<file path="src/rtl/mips_defines.sv">
// rtl/mips_defines.sv - opcodes, access sizes and MEM-stage FSM states shared by the MEM stage.
package mips_defines;

  localparam logic [5:0] OP_LB  = 6'h20;
  localparam logic [5:0] OP_LH  = 6'h21;
  localparam logic [5:0] OP_LW  = 6'h23;
  localparam logic [5:0] OP_LBU = 6'h24;
  localparam logic [5:0] OP_LHU = 6'h25;
  localparam logic [5:0] OP_SB  = 6'h28;
  localparam logic [5:0] OP_SH  = 6'h29;
  localparam logic [5:0] OP_SW  = 6'h2B;

  localparam logic [1:0] SIZE_BYTE = 2'd0;
  localparam logic [1:0] SIZE_HALF = 2'd1;
  localparam logic [1:0] SIZE_WORD = 2'd2;

  typedef enum logic [2:0] {
    ST_IDLE,
    ST_REQ,
    ST_WAIT,
    ST_CANCEL,
    ST_DONE
  } mem_state_t;

  function automatic logic is_load(input logic [5:0] op);
    return (op == OP_LB) || (op == OP_LBU) || (op == OP_LH) ||
           (op == OP_LHU) || (op == OP_LW);
  endfunction

  function automatic logic is_store(input logic [5:0] op);
    return (op == OP_SB) || (op == OP_SH) || (op == OP_SW);
  endfunction

  function automatic logic [1:0] access_size(input logic [5:0] op);
    case (op)
      OP_LB, OP_LBU, OP_SB: return SIZE_BYTE;
      OP_LH, OP_LHU, OP_SH: return SIZE_HALF;
      default:              return SIZE_WORD;
    endcase
  endfunction

endpackage

</file>
<file path="src/rtl/load_extend.sv">
// rtl/load_extend.sv - selects the addressed byte/half of returned load data and extends it.
module load_extend
  import mips_defines::*;
(
  input  logic [31:0] rdata,
  input  logic [1:0]  addr_lo,
  input  logic [5:0]  opcode,
  output logic [31:0] result
);

  logic [31:0] byte_sh;
  logic [31:0] half_sh;

  always_comb begin
    byte_sh = rdata >> {addr_lo, 3'b000};
    half_sh = rdata >> {addr_lo[1], 4'b0000};
    case (opcode)
      OP_LB:   result = {{24{byte_sh[7]}}, byte_sh[7:0]};
      OP_LBU:  result = {24'h0, byte_sh[7:0]};
      OP_LH:   result = {{16{half_sh[15]}}, half_sh[15:0]};
      OP_LHU:  result = {16'h0, half_sh[15:0]};
      default: result = rdata;
    endcase
  end

endmodule

</file>
<file path="src/rtl/mem_access_stage.sv">
// rtl/mem_access_stage.sv - MEM stage: one sram-like bus access per load/store, address-error
// detection, pipeline stall request and write-back value selection.
module mem_access_stage
  import mips_defines::*;
(
  input  logic        clk,
  input  logic        rst,
  input  logic        inst_validM,
  input  logic [31:0] instrM,
  input  logic [31:0] alu_outM,
  input  logic [31:0] rt_valueM,
  input  logic        flush_exceptM,
  input  logic        stallM,
  output logic        data_req,
  output logic        data_wr,
  output logic [1:0]  data_size,
  output logic [31:0] data_addr,
  output logic [3:0]  data_wstrb,
  output logic [31:0] data_wdata,
  input  logic        data_addr_ok,
  input  logic        data_data_ok,
  input  logic [31:0] data_rdata,
  output logic [31:0] resultM,
  output logic        stall_req,
  output logic        adelM,
  output logic        adesM,
  output logic [31:0] badvaddrM
);

  mem_state_t  state, state_n;
  logic [31:0] rdata_q;
  logic [31:0] load_value;

  logic [5:0]  op;
  logic        ld, st, misalign, issue;
  logic [1:0]  size;
  logic [3:0]  strb;
  logic [31:0] lanes;
  logic        req_c, stall_c;

  assign op       = instrM[31:26];
  assign ld       = is_load(op);
  assign st       = is_store(op);
  assign size     = access_size(op);
  assign misalign = ((size == SIZE_HALF) && alu_outM[0]) ||
                    ((size == SIZE_WORD) && (alu_outM[1:0] != 2'b00));
  assign issue    = inst_validM && (ld || st) && !misalign && !flush_exceptM;

  always_comb begin
    strb  = 4'b1111;
    lanes = rt_valueM;
    case (size)
      SIZE_BYTE: begin
        strb  = 4'b0001 << alu_outM[1:0];
        lanes = {4{rt_valueM[7:0]}};
      end
      SIZE_HALF: begin
        strb  = alu_outM[1] ? 4'b1100 : 4'b0011;
        lanes = {2{rt_valueM[15:0]}};
      end
      default: ;
    endcase
  end

  always_ff @(posedge clk or posedge rst) begin
    if (rst) begin
      state   <= ST_IDLE;
      rdata_q <= 32'h0;
    end else begin
      state <= state_n;
      if (state == ST_WAIT && data_data_ok)
        rdata_q <= data_rdata;
    end
  end

  // A flush that coincides with acceptance still leaves a transfer in flight, so drain it.
  always_comb begin
    state_n = state;
    req_c   = 1'b0;
    stall_c = 1'b0;
    case (state)
      ST_IDLE: begin
        if (issue) begin
          req_c   = 1'b1;
          stall_c = 1'b1;
          state_n = data_addr_ok ? ST_WAIT : ST_REQ;
        end
      end
      ST_REQ: begin
        req_c   = 1'b1;
        stall_c = 1'b1;
        if (data_addr_ok)
          state_n = flush_exceptM ? ST_CANCEL : ST_WAIT;
        else if (flush_exceptM)
          state_n = ST_IDLE;
      end
      ST_WAIT: begin
        stall_c = 1'b1;
        if (data_data_ok)
          state_n = ST_DONE;
        else if (flush_exceptM)
          state_n = ST_CANCEL;
      end
      ST_CANCEL: begin
        stall_c = 1'b1;
        if (data_data_ok)
          state_n = ST_IDLE;
      end
      ST_DONE: begin
        if (flush_exceptM || !stallM)
          state_n = ST_IDLE;
      end
      default: state_n = ST_IDLE;
    endcase
  end

  load_extend u_load_extend (
    .rdata   (rdata_q),
    .addr_lo (alu_outM[1:0]),
    .opcode  (op),
    .result  (load_value)
  );

  // Outputs are forced low while reset is held so the bus sees nothing during an async reset.
  always_comb begin
    data_req   = 1'b0;
    data_wr    = 1'b0;
    data_size  = 2'd0;
    data_addr  = 32'h0;
    data_wstrb = 4'h0;
    data_wdata = 32'h0;
    resultM    = 32'h0;
    stall_req  = 1'b0;
    adelM      = 1'b0;
    adesM      = 1'b0;
    badvaddrM  = 32'h0;
    if (!rst) begin
      data_req  = req_c;
      stall_req = stall_c;
      if (req_c) begin
        data_wr    = st;
        data_size  = size;
        data_addr  = alu_outM;
        data_wstrb = st ? strb : 4'h0;
        data_wdata = st ? lanes : 32'h0;
      end
      resultM = (state == ST_DONE && ld) ? load_value : alu_outM;
      adelM   = (state == ST_IDLE) && inst_validM && ld && misalign;
      adesM   = (state == ST_IDLE) && inst_validM && st && misalign;
      if (adelM || adesM)
        badvaddrM = alu_outM;
    end
  end

endmodule

</file>
<file path="config.mk">
export PLATFORM = sky130hd
export DESIGN_NAME = mem_access_stage
export DESIGN_NICKNAME = d
export VERILOG_FILES = /design/src/rtl/mips_defines.sv /design/src/rtl/load_extend.sv /design/src/rtl/mem_access_stage.sv
export SDC_FILE = /design/constraint.sdc
export NUM_CORES = 1
export LEC_CHECK = 0
export BUFFER_PORTS_ARGS = -buffer_cell sky130_fd_sc_hd__buf_4
export CORE_AREA = 2 2 107 109
export CTS_BUF_LIST = sky130_fd_sc_hd__clkbuf_8
export CTS_CLUSTER_DIAMETER = 200
export DETAILED_ROUTE_END_ITERATION = 7
export DIE_AREA = 0 0 109 111
export PLACE_DENSITY_LB_ADDON = 0.2
export REMOVE_ABC_BUFFERS = 1
export SYNTH_ARGS = -nofsm -noshare
export SYNTH_HDL_FRONTEND = slang
export SYNTH_HIERARCHICAL = 1
export SYNTH_SLANG_ARGS = --single-unit
</file>
<file path="constraint.sdc">
create_clock -name clk -period 5.1 [get_ports clk]
set_input_delay 1.53 -clock clk [delete_from_list [all_inputs] [get_ports clk]]
set_output_delay 1.53 -clock clk [all_outputs]
set_load 0.01 [all_outputs]
</file>
==> results of run 1 <==
-- worst reg2reg max path, cell delays in order, from the launching register on --
cell and delay, ps:
dfrtp_1 490, nand2_1 110, nor3_2 110, buf_4 400, mux2_2 410
-- worst paths after layout --
| path | from | endpoint | slack [ps] | cells after the start |
|---|---|---|---|---|
| hold reg to reg | rdata_q[2] | rdata_q[2] | 510 | 1 |
| min in group asynchronous | rst | rdata_q[29] | 1380 | 2 |
| max in group asynchronous | rst | rdata_q[8] | 3080 | 3 |
| setup / recovery | instrM[29] | resultM[12] | 230 | 8 |
| setup reg to reg | state[1] | rdata_q[19] | 3470 | 4 |
| hold / removal | rdata_q[2] | rdata_q[2] | 510 | 1 |
-- Yosys cell counts (2+ instances only) --
| master | count |
|---|---|
| nor2_1 | 71 |
| buf_4 | 2 |
| nor3b_1 | 2 |
| nor2b_1 | 3 |
| a311oi_1 | 3 |
| dfrtp_1 | 35 |
| a21o_1 | 3 |
| buf_6 | 5 |
| a2111oi_0 | 9 |
| a21oi_1 | 11 |
| and2_1 | 62 |
| nand2b_1 | 6 |
| inv_1 | 18 |
| nand3_1 | 2 |
| clkbuf_1 | 21 |
| buf_1 | 3 |
| buf_2 | 10 |
| o21ai_0 | 5 |
| nand2_1 | 36 |
| o22ai_1 | 8 |
| a31oi_1 | 5 |
| a2111oi_4 | 2 |
| mux2i_1 | 62 |
| a211oi_1 | 8 |
| o211ai_1 | 2 |
| mux2_2 | 36 |
| nor3_1 | 29 |
-- sequential cells by signal, indices dropped and copies added, names as in the netlist --
| name | flops |
|---|---|
| rdata_q | 32 |
| state | 3 |
-- cell families (layout without fill, tap and decap cells) --
group / Yosys count / in the layout
buffers and inverters: 59 / 297
and+or+nand+nor: 220 / 220
muxes: 98 / 98
AOI/OAI and AO/OA: 63 / 63
DFF: 35 / 35
-- per-stage QoR --
stage                     hold WS (ps)  power [mW]  cells
after floorplan                    481       0.928    434
after global placement             493        1.18    848
after detailed placement           497        1.20    848
after CTS                          514        1.43    856
after global routing               526        1.53    856
final                              511        1.41    856
-- layout make-up --
type                       instances  area [um^2]  share of cell area
multi-input combinational        381         2640               0.445
clock buffer                       7         96.3              0.0163
clock inverter                     1         3.75            0.000634
sequential                        35          876               0.148
inverter                          18         67.6              0.0114
timing repair buffer             271         2060               0.348
tap                              143          179              0.0302
-- routing by layer --
metal	vias to the layer above	GRT usage	wire length, um
met4	0	0.0632	247
met1	2042	0.275	5690
li1	2125	-	-
met3	17	0.0594	1250
met5	-	0	0
met2	182	0.426	7360
-- power by group through the flow --
stage / Clock, mW / Combinational (mW) / Sequential (mW)
after detailed placement: 0 / 0.685 / 0.518
after global placement: 0 / 0.668 / 0.509
final: 0.221 / 0.680 / 0.512
after global routing: 0.241 / 0.758 / 0.534
after CTS: 0.229 / 0.687 / 0.512
after floorplan: 0 / 0.444 / 0.484
==> impl_metrics.json, run 1 <==
{
  "worstMarginPinSlew_ps": 617,
  "crit_slowest_cell": "or4b_1",
  "hold_class": "reg2reg",
  "dp_slack_ps": 227,
  "synth_top_flop_cell": "dfrtp_1",
  "final_common_cell": "buf_4",
  "finalSetupViolations": 0,
  "postCtsResizedCells": 0,
  "cap_violations": 0,
  "start_util": 0.341,
  "p_leak_nw": 2.91,
  "clockPowerShare": 0.156,
  "synth_cell_types": 43,
  "wl_per_cell_um": 17.0,
  "synth_mux_area_frac": 0.272,
  "ctsHoldBuffers": 0,
  "core_area_um2": 11100,
  "tns_ps": 0,
  "drc_errors": 0,
  "io_buffers": 247,
  "start_kind": "input pin",
  "cp_top_family": "simple AND/OR/NAND/NOR gates",
  "clk_latency_ps": 290,
  "cts.root.buffer_cell": "clkbuf_8",
  "area_growth_pct": 56.6,
  "worstSetupEndpointType": "output pin",
  "grt_pass1_wl_mm": 22.8,
  "worst_slack_ps": 229,
  "nFillCells": 1075,
  "cts_sinks": 35,
  "seq_area_frac_synth": 0.232,
  "comb_power_share": 0.481,
  "max_slew_margin": 0.587,
  "synth_compound_area_frac": 0.127,
  "ir_drop_mv": 0.116,
  "mostFrequentLayoutCells": "buf_4, nor2_1, and2_1, mux2i_1",
  "grt_max_degree": 39,
  "grtUsageTotal": 0.237,
  "path_max_fanout": 7,
  "critical_path_buf_inv_count": 3,
  "ys_ff_latch": 35,
  "final.period_utilization": 0.955,
  "wl_mm": 14.5,
  "dp_hpwl_mm": 11.1,
  "ant_nets": 0,
  "grt_overflow_total": 0,
  "dieArea_um2": 12100,
  "cts-buffers-inserted": 5,
  "clk_pin_slew_worst_paths_ps": 70,
  "dr.pass1.iters": 4,
  "synth_top_area_share": 0.232,
  "p_switching_mw": 0.516,
  "period_needed_ps": 4870,
  "p_int_mw": 0.895,
  "netlist_area_um2": 3780,
  "cts_tree": "yes",
  "synth_top_family_by_area": "simple AND/OR/NAND/NOR gates",
  "vias": 4366,
  "htree_num_levels": 2,
  "finalHoldViolCount": 0,
  "switching_share": 0.366,
  "placementRows": 39,
  "synth_area_leaders": "dfrtp_1, mux2i_1, mux2_2, and2_1, nor2_1",
  "fin_skew_ps": 5.30,
  "grt_antenna_before_repair": 0,
  "post-cts-setup-buffers": 0,
  "synthAdderAreaFrac": 0,
  "cp_cell_sequence": "buf_4, or4b_1, a2111oi_4, buf_4, a311oi_1, mux2i_1, nor2_1, buf_4",
  "place_area_um2": 5820,
  "finalMaxSlewViolations": 0,
  "avgSynthCellArea_um2": 7.95,
  "async_flop_share": 1.00,
  "synth_cells": 475,
  "synthSimpleGateAreaFrac": 0.296,
  "fin_area_um2": 5920,
  "max_freq_mhz": 205,
  "pwr-share-seq": 0.362,
  "cp.required_ps": 3570,
  "crit_top_cell": "buf_4",
  "critPathMaxStageDelay_ps": 670,
  "rsz0062_at_grt": "no",
  "synth-edff-count": 0,
  "pin_count": 274,
  "gp_congestion": 0.835,
  "nets": 847,
  "path_class": "in2out",
  "status": "finished clean",
  "final_core_utilization": 0.534,
  "synth_area_leader_cell": "dfrtp_1",
  "ys_warn_count": 6,
  "grt_pass1_vias": 4360,
  "drive_gt1_frac": 0.454,
  "insertedDiodeCount": 0,
  "die_w_um": 109,
  "powerDensity_nw_per_um2": 239,
  "drt-initial-drc-count": 231,
  "vias_per_cell": 5.10,
  "clock_path_buffers": 2,
  "arrival_ps": 3340,
  "synthXorXnorAreaFrac": 0,
  "die_h_um": 111
}
(Power assumes the default switching activity.)
==> run 2: changes to the inputs <==
ABC_AREA = 1   (was not set)
CORE_AREA = 2 2 108 110   (was 2 2 107 109)
DIE_AREA = 0 0 110 112   (was 0 0 109 111)
==> impl_metrics.json, run 2 <==
{
  "holdPathEnd": "rdata_q[19]",
  "powerDensity_nw_per_um2": 259,
  "ff2ff_setup_slack_ps": 3100,
  "start_kind": "input pin",
  "finalHoldViolCount": 0,
  "arrival_ps": 3320,
  "pin_count": 274,
  "fin_area_um2": 6140,
  "drt-initial-drc-count": 235,
  "placementRows": 39,
  "synth_top_flop_cell": "dfrtp_1",
  "switching_share": 0.411,
  "cap_violations": 0,
  "grt_pass1_vias": 4754,
  "path_class": "in2out",
  "holdWs_ps": 542,
  "rsz0062_at_grt": "no",
  "grt_overflow_total": 0,
  "p_switching_mw": 0.654,
  "synth_top_area_share": 0.214,
  "postCtsResizedCells": 0,
  "largest_reg_flops": 32,
  "worst_slack_ps": 249,
  "die_w_um": 110,
  "dr.pass1.iters": 5,
  "synth_cell_types": 34,
  "grt_max_degree": 39,
  "min_from": "rdata_q[19]",
  "vias": 5154,
  "regMostFlops": "rdata_q",
  "drive_gt1_frac": 0.406,
  "final_common_cell": "buf_4",
  "ctsHoldBuffers": 0,
  "ir_drop_mv": 0.147,
  "dp_slack_ps": 230,
  "post-cts-setup-buffers": 0,
  "async_flop_share": 1.00,
  "yosys-top-cells-count": "nand2_1, inv_1, nor2_1",
  "max_freq_mhz": 206,
  "cp.required_ps": 3570,
  "finalSetupViolations": 0,
  "cts_sinks": 35,
  "dp_cells": 1028,
  "period_needed_ps": 4850,
  "dp_hpwl_mm": 11.4,
  "p_int_mw": 0.938,
  "nets": 1027,
  "ys_ff_latch": 35,
  "worstSetupEndpointType": "output pin",
  "ant_nets": 0,
  "synth_cells": 659,
  "p_leak_nw": 3.38,
  "avgSynthCellArea_um2": 6.21,
  "r2r-start": "state[2]",
  "gp_congestion": 0.841,
  "clockPowerShare": 0.121,
  "hold_depth": 1,
  "cts-buffers-inserted": 5,
  "ff2ff_path_depth": 3,
  "synth_area_leaders": "dfrtp_1, nand2_1, mux2_2, inv_1, nor2_1",
  "core_area_um2": 11200,
  "ys_warn_count": 6,
  "worstMarginPinSlew_ps": 870,
  "finalPower_mw": 1.59,
  "drc_errors": 0,
  "instances_no_fill": 1036,
  "synth-edff-count": 0,
  "grtUsageTotal": 0.236,
  "finalMaxSlewViolations": 0,
  "mostFrequentLayoutCells": "buf_4, nand2_1, inv_1",
  "final.period_utilization": 0.951,
  "comb_power_share": 0.532,
  "clk_latency_ps": 280,
  "synth.most_common_cell": "nand2_1",
  "cts.root.buffer_cell": "clkbuf_8",
  "status": "finished clean",
  "insertedDiodeCount": 0,
  "netlist_area_um2": 4090,
  "wl_per_cell_um": 14.5,
  "hold_class": "reg2reg",
  "htree_num_levels": 2,
  "r2r-end": "rdata_q[16]",
  "max_slew_margin": 0.419,
  "fin_skew_ps": 4.28,
  "nFillCells": 1177,
  "grt_pass1_wl_mm": 23.4,
  "pwr-share-seq": 0.347,
  "wl_mm": 15.1,
  "clock_path_buffers": 2,
  "die_h_um": 112,
  "dieArea_um2": 12300,
  "seq_area_frac_synth": 0.214,
  "cts_tree": "yes",
  "path_max_fanout": 27,
  "place_area_um2": 6060,
  "area_growth_pct": 50.0,
  "reg_top3": "rdata_q x32, state x3",
  "synth_area_leader_cell": "dfrtp_1",
  "start_util": 0.366,
  "clk_pin_slew_worst_paths_ps": 70,
  "grt_antenna_before_repair": 0,
  "io_buffers": 247,
  "vias_per_cell": 4.97
}
## run 2: layout make-up
class	instances	area, um^2	share of cell area
multi-input combinational	494	2640	0.431
timing repair buffer	266	2020	0.329
sequential	35	876	0.143
inverter	90	338	0.0550
tap	143	179	0.0291
clock buffer	5	68.8	0.0112
clock inverter	3	12.5	0.00204
## run 2: worst max-delay path, stage by stage
cell and delay [ps]:
buf_4 210, inv_2 210, nand2_1 80, nand3_1 100, nand3_2 480, nand3_1 290
o21ai_0 130, a21oi_1 140, buf_4 130
## run 2: worst max-delay path by stage
stage                      from           end  slack [ps]  cells after the start
finish              alu_outM[0]    resultM[9]         250                      9
global placement    alu_outM[0]    resultM[9]         230                      9
CTS                 alu_outM[0]    resultM[9]         220                      9
global route        alu_outM[0]    resultM[9]          40                      9
detailed placement  alu_outM[0]    resultM[9]         230                      9
floorplan                   rst  badvaddrM[0]        -290                      3
## run 2: logic make-up (layout without fill, tap and decap cells)
family | Yosys count | count (layout) | synth area share
and+or+nand+nor | 350 | 350 | 0.415
buffers and inverters | 130 | 364 | 0.141
AOI/OAI and AO/OA | 112 | 112 | 0.142
DFF | 35 | 35 | 0.214
muxes | 32 | 32 | 0.0880
## run 2: power groups by stage
stage | registers, mW | logic (mW) | clock network (mW)
3_5_place_dp | 0.557 | 0.850 | 0
6_report | 0.552 | 0.847 | 0.193
4_1_cts | 0.551 | 0.854 | 0.203
5_1_grt | 0.574 | 0.950 | 0.213
3_3_place_gp | 0.553 | 0.838 | 0
2_1_floorplan | 0.513 | 0.580 | 0
## run 2: routing by layer
metal	routed length, um	vias up	track usage
li1	-	2624	-
met1	6060	2317	0.293
met2	7580	201	0.425
met3	1250	12	0.0375
met4	178	0	0.0489
met5	0	-	0
## run 2: through the flow
step	utilization	TNS, ps
6_report	0.549	0
5_1_grt	0.549	0
4_1_cts	0.549	0
3_5_place_dp	0.542	0
3_3_place_gp	0.542	0
2_1_floorplan	-	-9680
